[src/rtl/mem_2w4r_pkg.sv]
// Shared sizing and register-index constants for the 2-write / 4-read storage array.
// Consumers: mem_2w4r and the register-file wrapper that ties read ports 2/3 to fp/sp.
package mem_2w4r_pkg;

  localparam int DEF_DATA_W = 32;
  localparam int DEF_ADDR_W = 4;
  localparam int DEF_DEPTH  = 16;
  localparam int NUM_RD     = 4;

  // Fixed indices that the register-file wrapper drives onto read ports 2 and 3
  localparam logic [DEF_ADDR_W-1:0] REG_FP = 4'd0;
  localparam logic [DEF_ADDR_W-1:0] REG_SP = 4'd1;

endpackage

[src/rtl/mem_2w4r.sv]
// 16x32 storage array with two synchronous write ports and four combinational read ports.
// Optional macro MEM_2W4R_BYPASS_EN forwards same-cycle write data to the read ports.
module mem_2w4r
  import mem_2w4r_pkg::*;
#(
  parameter int DATA_W = DEF_DATA_W,
  parameter int ADDR_W = DEF_ADDR_W,
  parameter int DEPTH  = DEF_DEPTH
) (
  input  logic              clk_i,
  input  logic              rst_i,
  input  logic              we0_i,
  input  logic              we1_i,
  input  logic [ADDR_W-1:0] waddr0_i,
  input  logic [DATA_W-1:0] wdata0_i,
  input  logic [ADDR_W-1:0] waddr1_i,
  input  logic [DATA_W-1:0] wdata1_i,
  input  logic [ADDR_W-1:0] raddr0_i,
  output logic [DATA_W-1:0] rdata0_o,
  input  logic [ADDR_W-1:0] raddr1_i,
  output logic [DATA_W-1:0] rdata1_o,
  input  logic [ADDR_W-1:0] raddr2_i,
  output logic [DATA_W-1:0] rdata2_o,
  input  logic [ADDR_W-1:0] raddr3_i,
  output logic [DATA_W-1:0] rdata3_o
);

  logic [DATA_W-1:0] mem [DEPTH];

  // Port 1 is assigned last so it wins when both ports target the same entry
  always_ff @(posedge clk_i) begin
    if (rst_i) begin
      for (int i = 0; i < DEPTH; i++) begin
        mem[i] <= '0;
      end
    end else begin
      if (we0_i) begin
        mem[waddr0_i] <= wdata0_i;
      end
      if (we1_i) begin
        mem[waddr1_i] <= wdata1_i;
      end
    end
  end

`ifdef MEM_2W4R_BYPASS_EN

  // Forwarding mirrors the write priority; nothing is forwarded while the array is clearing
  function automatic logic [DATA_W-1:0] fwd_read(input logic [DATA_W-1:0] stored,
                                                 input logic [ADDR_W-1:0] raddr);
    fwd_read = stored;
    if (!rst_i) begin
      if (we0_i && (waddr0_i == raddr)) begin
        fwd_read = wdata0_i;
      end
      if (we1_i && (waddr1_i == raddr)) begin
        fwd_read = wdata1_i;
      end
    end
  endfunction

  always_comb begin
    rdata0_o = fwd_read(mem[raddr0_i], raddr0_i);
    rdata1_o = fwd_read(mem[raddr1_i], raddr1_i);
    rdata2_o = fwd_read(mem[raddr2_i], raddr2_i);
    rdata3_o = fwd_read(mem[raddr3_i], raddr3_i);
  end

`else

  assign rdata0_o = mem[raddr0_i];
  assign rdata1_o = mem[raddr1_i];
  assign rdata2_o = mem[raddr2_i];
  assign rdata3_o = mem[raddr3_i];

`endif

endmodule

[config.mk]
export PLATFORM = sky130hd
export DESIGN_NAME = mem_2w4r
export DESIGN_NICKNAME = d
export VERILOG_FILES = /design/src/rtl/mem_2w4r_pkg.sv /design/src/rtl/mem_2w4r.sv
export SDC_FILE = /design/constraint.sdc
export NUM_CORES = 1
export LEC_CHECK = 0
export ABC_CLOCK_PERIOD_IN_PS = 2100
export CAP_MARGIN = 20
export CELL_PAD_IN_SITES_DETAIL_PLACEMENT = 1
export CELL_PAD_IN_SITES_GLOBAL_PLACEMENT = 1
export CORE_MARGIN = 5
export CORE_UTILIZATION = 32
export DETAILED_ROUTE_END_ITERATION = 12
export DONT_BUFFER_PORTS = 1
export GPL_ROUTABILITY_DRIVEN = 0
export PLACE_DENSITY_LB_ADDON = 0.1
export SETUP_SLACK_MARGIN = 0.3
export SYNTH_ARGS = -nofsm -noshare
export SYNTH_HDL_FRONTEND = slang
export SYNTH_SLANG_ARGS = --single-unit
[constraint.sdc]
create_clock -name clk_i -period 2.1 [get_ports clk_i]
set_input_delay 0.105 -clock clk_i [delete_from_list [all_inputs] [get_ports clk_i]]
set_output_delay 0.105 -clock clk_i [all_outputs]
set_load 0.01 [all_outputs]
== After elaboration in Yosys (flattened, before gate mapping) ==
Memories as Yosys holds them, arrays and structs flattened.
Index checks and enable logic that the tools add are counted.

* Bits in writable memories: 512
* Bits in registers: 0
* Memories: 1
* Logic and storage cells: 17
* Output and inout bits: 128
* Input port bits: 92

{| class="wikitable"
|+ Memories
! name !! depth !! bits a word !! read ports !! clocked after memory_dff !! write ports !! line !! text
|-
| mem || 16 || 32 || 4 || 0 || 16 || mem_2w4r.sv:28 || <nowiki>logic [DATA_W-1:0] mem [DEPTH];</nowiki>
|}

* Multiplexer cells: 14
* Reduce and logical (&&, ||, !) cells: 2

{| class="wikitable"
|+ Operator list
! kind !! count
|-
| 2-to-1 mux 32 bit || 2
|-
| OR reduction 32 bit || 2
|-
| 2-to-1 mux 1 bit || 10
|-
| 2-to-1 mux 4 bit || 2
|}

== Depth between registers and ports, before layout ==
Gate-level depths: netlist of the first run.

* Depth after elaboration: 5
* Gate-level depth with buffers: 6
* Depth with buffers taken out: 3

== Worst setup path before layout of the first run ==
Ideal clock, no wire load.

* Path type: input to register
* Start point: input port waddr1_i[2]
* End point: memory mem[0][0] (netlist name) (enable)
* Path slack: -28 ps
* Buffers on the path: 0
* Data required time: 1710 ps
* Library setup time: 390 ps
* Stages on the path: 3
* Arrival time: 1738 ps
* Cell sequence: or4b_1 -> nor3_2 -> or3_1

{| class="wikitable"
|+ RTL lines
! item !! line !! text
|-
| start: declaration || mem_2w4r.sv:16 || <nowiki>input logic [ADDR_W-1:0] waddr1_i,</nowiki>
|-
| end: declaration || mem_2w4r.sv:28 ||
|}

==> results of run 1 <==
cell families after synthesis:
kind of cell	synth area share, %
compound gates	18.2
mux	31.9
flops	42.5
buf+inv	4.55
simple gates	2.77
power by group through the flow:
stage / logic (mW) / registers, mW / clock network [mW]
3_3_place_gp: 4.58 / 12.7 / 0
3_5_place_dp: 4.63 / 12.8 / 0
6_report: 5.58 / 12.6 / 11.8
2_1_floorplan: 3.78 / 12.5 / 0
5_1_grt: 5.74 / 12.7 / 12.4
4_1_cts: 5.52 / 12.6 / 12.0
stage by stage:
step / hold slack [ps] / util (%) / total power [mW] / setup WS, ps / TNS [ps]
2_1_floorplan: 522 / - / 16.3 / 275 / 0
3_3_place_gp: 309 / 34.2 / 17.3 / 14.2 / 0
3_5_place_dp: 313 / 34.2 / 17.4 / 30.9 / 0
4_1_cts: 2.33 / 37.9 / 30.1 / -85.1 / -2450
5_1_grt: 19.9 / 38.0 / 30.9 / -117 / -3140
6_report: 32.3 / 38.0 / 30.0 / -92.7 / -554
cell type report:
cell class                 count  area share [%]
tap                         1500            4.39
clock buffer                  84            4.27
antenna                        5          0.0293
timing repair buffer         223            6.01
sequential                   512            36.0
multi-input combinational   1509            48.5
clock inverter                35           0.834
what timing repair did:
action / 4_1_cts / 5_1_grt
gates cloned: 0 / 0
hold buffers: 97 / 0
endpoints found under the hold margin: 671 / 0
pin swaps: 230 / 43
resized for setup: 270 / 30
setup endpoints to repair: 128 / 128
cells in the final DEF, fill, tap and decap left out, types with 7 or more instances in the layout:
master | Yosys | final
a22o_1 | 512 | 512
mux4_2 | 512 | 512
edfxtp_1 | 512 | 512
a22oi_2 | 0 | 172
nand2_2 | 0 | 128
dlygate4sd3_1 | 0 | 97
a22oi_1 | 256 | 84
buf_4 | 1 | 74
clkbuf_16 | 0 | 71
buf_12 | 0 | 52
nor2_4 | 0 | 16
clkinv_1 | 0 | 14
nor2_1 | 29 | 13
or3_2 | 0 | 13
clkbuf_1 | 240 | 13
a211oi_4 | 0 | 8
nor2b_4 | 0 | 8
clkinv_2 | 0 | 8
bufinv_16 | 0 | 7
worst min path at each step:
stage | depth (start not counted) | start | slack [ps] | endpoint
after floorplan | 3 | raddr0_i[3] | 520 | rdata0_o[31]
after detailed placement | 1 | wdata0_i[13] | 310 | mem[13][13]
final | 3 | waddr0_i[0] | 30 | mem[4][17]
after global placement | 1 | wdata0_i[21] | 310 | mem[9][21]
after CTS | 3 | waddr0_i[0] | 2 | mem[4][4]
after global routing | 3 | waddr0_i[0] | 20 | mem[4][17]
critical path, stage by stage, from the launching register on:
cell and delay [ps]:
edfxtp_1 420, mux4_2 510, a22oi_2 400, nand2_2 130
routing by layer:
metal | share of wire (%) | wire (um)
met5 | 0.0075 | 13
met4 | 4.8 | 8390
met3 | 8.3 | 14400
met2 | 48 | 83300
met1 | 39 | 67100
==> results.sh, run 1 <==
export IMPL_busiest_layer="met2"
export IMPL_ys_dominant_reg_cell="edfxtp_1"
export IMPL_p_comb_share_pct=18.6
export IMPL_sw_frac_of_total_pct=27.9
export IMPL_synthArstFlopShare_pct=0
export IMPL_dp_cells=3647
export IMPL_synth_warnings=0
export IMPL_p_clk_share_pct=39.4
export IMPL_viasPerCell=7.03
export IMPL_worstMarginPinSlew_ps=879
export IMPL_syn2layout_area_growth_pct=18.3
export IMPL_crit_type="flop to output port"
export IMPL_synthCells=2428
export IMPL_tritoncts="done"
export IMPL_core_mm2=0.112
export IMPL_antenna_found_initial=5
export IMPL_synth_seq_cells=512
export IMPL_synth_top_area_share_pct=42.5
export IMPL_dpl_hpwl_um=101000
export IMPL_clk_path_buf_depth=3
export IMPL_grt_total_usage_pct=28.1
export IMPL_final_nets=2406
export IMPL_path_max_fanout=4
export IMPL_grt_pass1_vias=28400
export IMPL_largest_reg_flops=512
export IMPL_wl_per_cell_um=44.8
export IMPL_dieArea_mm2=0.120
export IMPL_yosys_top_cells_count="a22o_1 (512), edfxtp_1 (512), mux4_2 (512), a22oi_1 (256), clkbuf_1 (240)"
export IMPL_routed_wl_um=173000
export IMPL_final_antenna_net_count=0
export IMPL_fillCellCount=11100
export IMPL_grt_use_met3_pct=6.02
export IMPL_fp_row_count=123
export IMPL_met2_usage_pct=46.1
export IMPL_cap_viol_max_count=0
export IMPL_violations="setup timing"
export IMPL_hold_viol_final=0
export IMPL_post_cts_buffers=0
export IMPL_hold_class="primary input to flop"
export IMPL_fin_cells=3868
export IMPL_cts_htree_levels=3
export IMPL_syn_num_nets=2520
export IMPL_setup_viol=22
export IMPL_cts_root_buf="clkbuf_16"
export IMPL_yosys_cell_types_count=30
export IMPL_die_y_um=346
export IMPL_postLayoutCellArea_mm2=0.0427
export IMPL_internal_power_mw=21.6
export IMPL_p_leak_nw=13.6
export IMPL_drive_gt1_share_pct=46.5
export IMPL_place_area_mm2=0.0384
export IMPL_powerDensity_mw_per_mm2=701
export IMPL_drcViolationCount=0
export IMPL_synth_edf_count=512
export IMPL_multi_input_area_mm2=0.0207
export IMPL_fmax_ghz=0.456
export IMPL_area_sequential_mm2=0.0154
export IMPL_cp_data_arrival_time_ps=2090
export IMPL_critPathLaunch="mem[3][5]"
export IMPL_synth_top_cells_by_area="edfxtp_1 (43%), mux4_2 (32%), a22o_1 (12%)"
export IMPL_worstSetupEndpointType="output port"
export IMPL_crit_path_end="rdata3_o[5]"
export IMPL_ys_seq_area_share_pct=42.5
export IMPL_grt_max_degree=129
export IMPL_synth_avg_cell_area_um2=14.9
export IMPL_detail_route_first_pass_iterations=5
export IMPL_netlist_area_mm2=0.0361
export IMPL_clk_pin_slew_worst_paths_ps=60
export IMPL_yosys_area_top_type="edfxtp_1"
export IMPL_ios=220
export IMPL_start_util_pct=32.2
export IMPL_vdd_drop_max_uv=512
export IMPL_rsz0062_at_grt="true"
export IMPL_numCtsBuffers=68
export IMPL_fin_crit_sh_pct=104
export IMPL_port_buffers=0
export IMPL_dieWidth_um=346
export IMPL_post_route_min_period_ps=2190
export IMPL_cts_sinks=512
export IMPL_grt_util_met1_pct=36.2
export IMPL_switching_power_mw=8.36
export IMPL_overflow=0
export IMPL_vias=27200
export IMPL_regMostFlops="mem"
export IMPL_reg_top3="mem x512"
export IMPL_slew_violations=0
export IMPL_maxSlewHeadroom_pct=41.2
export IMPL_setup_ws_ps=-92.7
export IMPL_grt_pass1_wl_um=239000
export IMPL_drt_iter0_drc=2801
export IMPL_critPathRequiredTime_ps=2000
export IMPL_start_kind="flop"
export IMPL_seqPwrFrac_pct=41.9
export IMPL_outcome="finished, violations left"
No activity file was read; power rests on OpenSTA's default activity.
==> inputs of run 2 (changes only) <==
--- a/config.mk
+++ b/config.mk
@@ -14,6 +14,7 @@
 export DETAILED_ROUTE_END_ITERATION = 12
 export DONT_BUFFER_PORTS = 1
 export GPL_ROUTABILITY_DRIVEN = 0
+export HOLD_SLACK_MARGIN = 0.1
 export PLACE_DENSITY_LB_ADDON = 0.1
 export SETUP_SLACK_MARGIN = 0.3
 export SYNTH_ARGS = -nofsm -noshare
==> run 2 against run 1 <==
The run still ends with setup timing left. Count of clock-buffer cells in the layout unchanged. Maximum frequency up 1.5%. Critical path depth unchanged. Flip-flop and latch count unchanged. Die area unchanged. Power about the same. Final area down 0.13%. First-iteration DRC count down 2.5%. Largest cell class unchanged.
==> results.sh, run 2 (same netlist as run 1, synthesis figures left out) <==
export IMPL_detail_route_first_pass_iterations=5
export IMPL_path_max_fanout=4
export IMPL_wl_per_cell_um=44.8
export IMPL_slew_violations=0
export IMPL_finalPower_mw=30.0
export IMPL_critPathTopFamily="multiplexers"
export IMPL_regMostFlops="mem"
export IMPL_hold_class="primary input to flop"
export IMPL_rsz0062_at_grt="true"
export IMPL_cp_cell_sequence="mux4_2, a22oi_2, nand2_2"
export IMPL_cts_root_buf="clkbuf_16"
export IMPL_grt_pass1_vias=28400
export IMPL_outcome="finished, violations left"
export IMPL_grt_pass1_wl_um=239000
export IMPL_drt_iter0_drc=2730
export IMPL_dieWidth_um=346
export IMPL_numCtsBuffers=68
export IMPL_largest_reg_flops=512
export IMPL_crit_path_end="rdata1_o[5]"
export IMPL_path_depth=3
export IMPL_final_nets=2400
export IMPL_crit_type="flop to output port"
export IMPL_overflow=0
export IMPL_start_kind="flop"
export IMPL_powerDensity_mw_per_mm2=703
export IMPL_layout_common_cells="a22o_1 (512), mux4_2 (512), edfxtp_1 (512), a22oi_2 (172), nand2_2 (128)"
export IMPL_fillCellCount=11100
export IMPL_tritoncts="done"
export IMPL_area_sequential_mm2=0.0154
export IMPL_vias=27200
export IMPL_syn2layout_area_growth_pct=18.1
export IMPL_core_mm2=0.112
export IMPL_fp_row_count=123
export IMPL_dpl_hpwl_um=101000
export IMPL_worstSetupEndpointType="output port"
export IMPL_clk_path_buf_depth=3
export IMPL_max_stage_delay_ps=510
export IMPL_dp_cells=3647
export IMPL_violations="setup timing"
export IMPL_antenna_found_initial=7
export IMPL_cp_data_arrival_time_ps=2050
export IMPL_clk_pin_slew_worst_paths_ps=60
export IMPL_viasPerCell=7.03
export IMPL_worstMarginPinSlew_ps=881
export IMPL_critPathLaunch="mem[3][5]"
export IMPL_multi_input_area_mm2=0.0207
export IMPL_routed_wl_um=173000
export IMPL_setup_ws_ps=-59.7
export IMPL_place_ws_ps=30.9
export IMPL_fin_crit_sh_pct=103
export IMPL_post_cts_buffers=0
export IMPL_cts_htree_levels=3
export IMPL_cp_slowest_cell="mux4_2"
export IMPL_reg_top3="mem x512"
export IMPL_grt_total_usage_pct=28.1
export IMPL_ios=220
export IMPL_die_y_um=346
export IMPL_cap_viol_max_count=0
export IMPL_critPathRequiredTime_ps=2000
export IMPL_path_buf_inv=0
export IMPL_start_util_pct=32.2
export IMPL_setup_viol=28
export IMPL_dieArea_mm2=0.120
export IMPL_post_route_min_period_ps=2160
export IMPL_drcViolationCount=0
export IMPL_fmax_ghz=0.463
export IMPL_port_buffers=0
export IMPL_cts_sinks=512
export IMPL_drive_gt1_share_pct=46.6
export IMPL_grt_max_degree=129
export IMPL_hold_viol_final=0
export IMPL_final_antenna_net_count=0
export IMPL_vdd_drop_max_uv=509
export IMPL_p_leak_nw=13.5
export IMPL_maxSlewHeadroom_pct=41.1
export IMPL_fin_cells=3862
-- run 2: cell count changes in the layout (fill, tap and decap cells not counted) --
cell	previous run	this run
dlymetal6s4s_1	0	1
dlygate4sd3_1	97	90
-- run 2: layout make-up --
type / count / area share [%]
Clock buffer: 84 / 4.28
Sequential cell: 512 / 36.0
Timing Repair Buffer: 217 / 5.88
Antenna cell: 5 / 0.0293
Multi-Input combinational cell: 1509 / 48.6
Clock inverter: 35 / 0.835
Tap cell: 1500 / 4.40
-- run 2: routing by layer --
metal	GRT usage, %	up-vias	wire length [um]
li1	-	10400	-
met3	5.55	342	13600
met5	0	-	27
met4	11.6	4	7810
met2	46.3	1433	83600
met1	36.4	15000	67900
-- run 2: what timing repair did --
item | 4_1_cts | 5_1_grt
hold buffers | 91 | 0
pin swaps | 230 | 41
endpoints found under the setup margin | 128 | 142
resized for setup | 270 | 31
cloned | 0 | 0
hold endpoints to repair | 831 | 0
-- run 2: per-stage QoR --
step	cell area, um2	TNS [ps]	util [%]	hold WS, ps
2_1_floorplan	36200	0	-	522
3_5_place_dp	38400	0	34.2	313
5_1_grt	42700	-3100	38.0	130
6_report	42700	-547	38.0	147
3_3_place_gp	38400	0	34.2	309
4_1_cts	42500	-2450	37.9	108
-- run 2: where the power goes --
| part | switching [mW] | internal (mW) | leakage [nW] |
|---|---|---|---|
| clock | 4.81 | 7.02 | 1.07 |
| sequential | 0.615 | 12.0 | 4.91 |
| combinational | 2.96 | 2.64 | 7.57 |
-- run 2: worst min path at each step --
stage                       startpoint      endpoint  slack [ps]  depth (start not counted)
after floorplan            raddr0_i[3]  rdata0_o[31]         520                          3
after detailed placement  wdata0_i[13]   mem[13][13]         310                          1
after global routing       waddr1_i[0]    mem[0][22]         130                          3
final                      waddr1_i[0]    mem[0][21]         150                          3
after global placement    wdata0_i[21]    mem[9][21]         310                          1
after CTS                  waddr1_i[0]    mem[0][21]         110                          3
-- run 2: worst min-delay path, delay by kind of cell --
kind | cells | cell delay, ps
simple gates | 1 | 30
compound gates | 1 | 250
buf+inv | 1 | 210
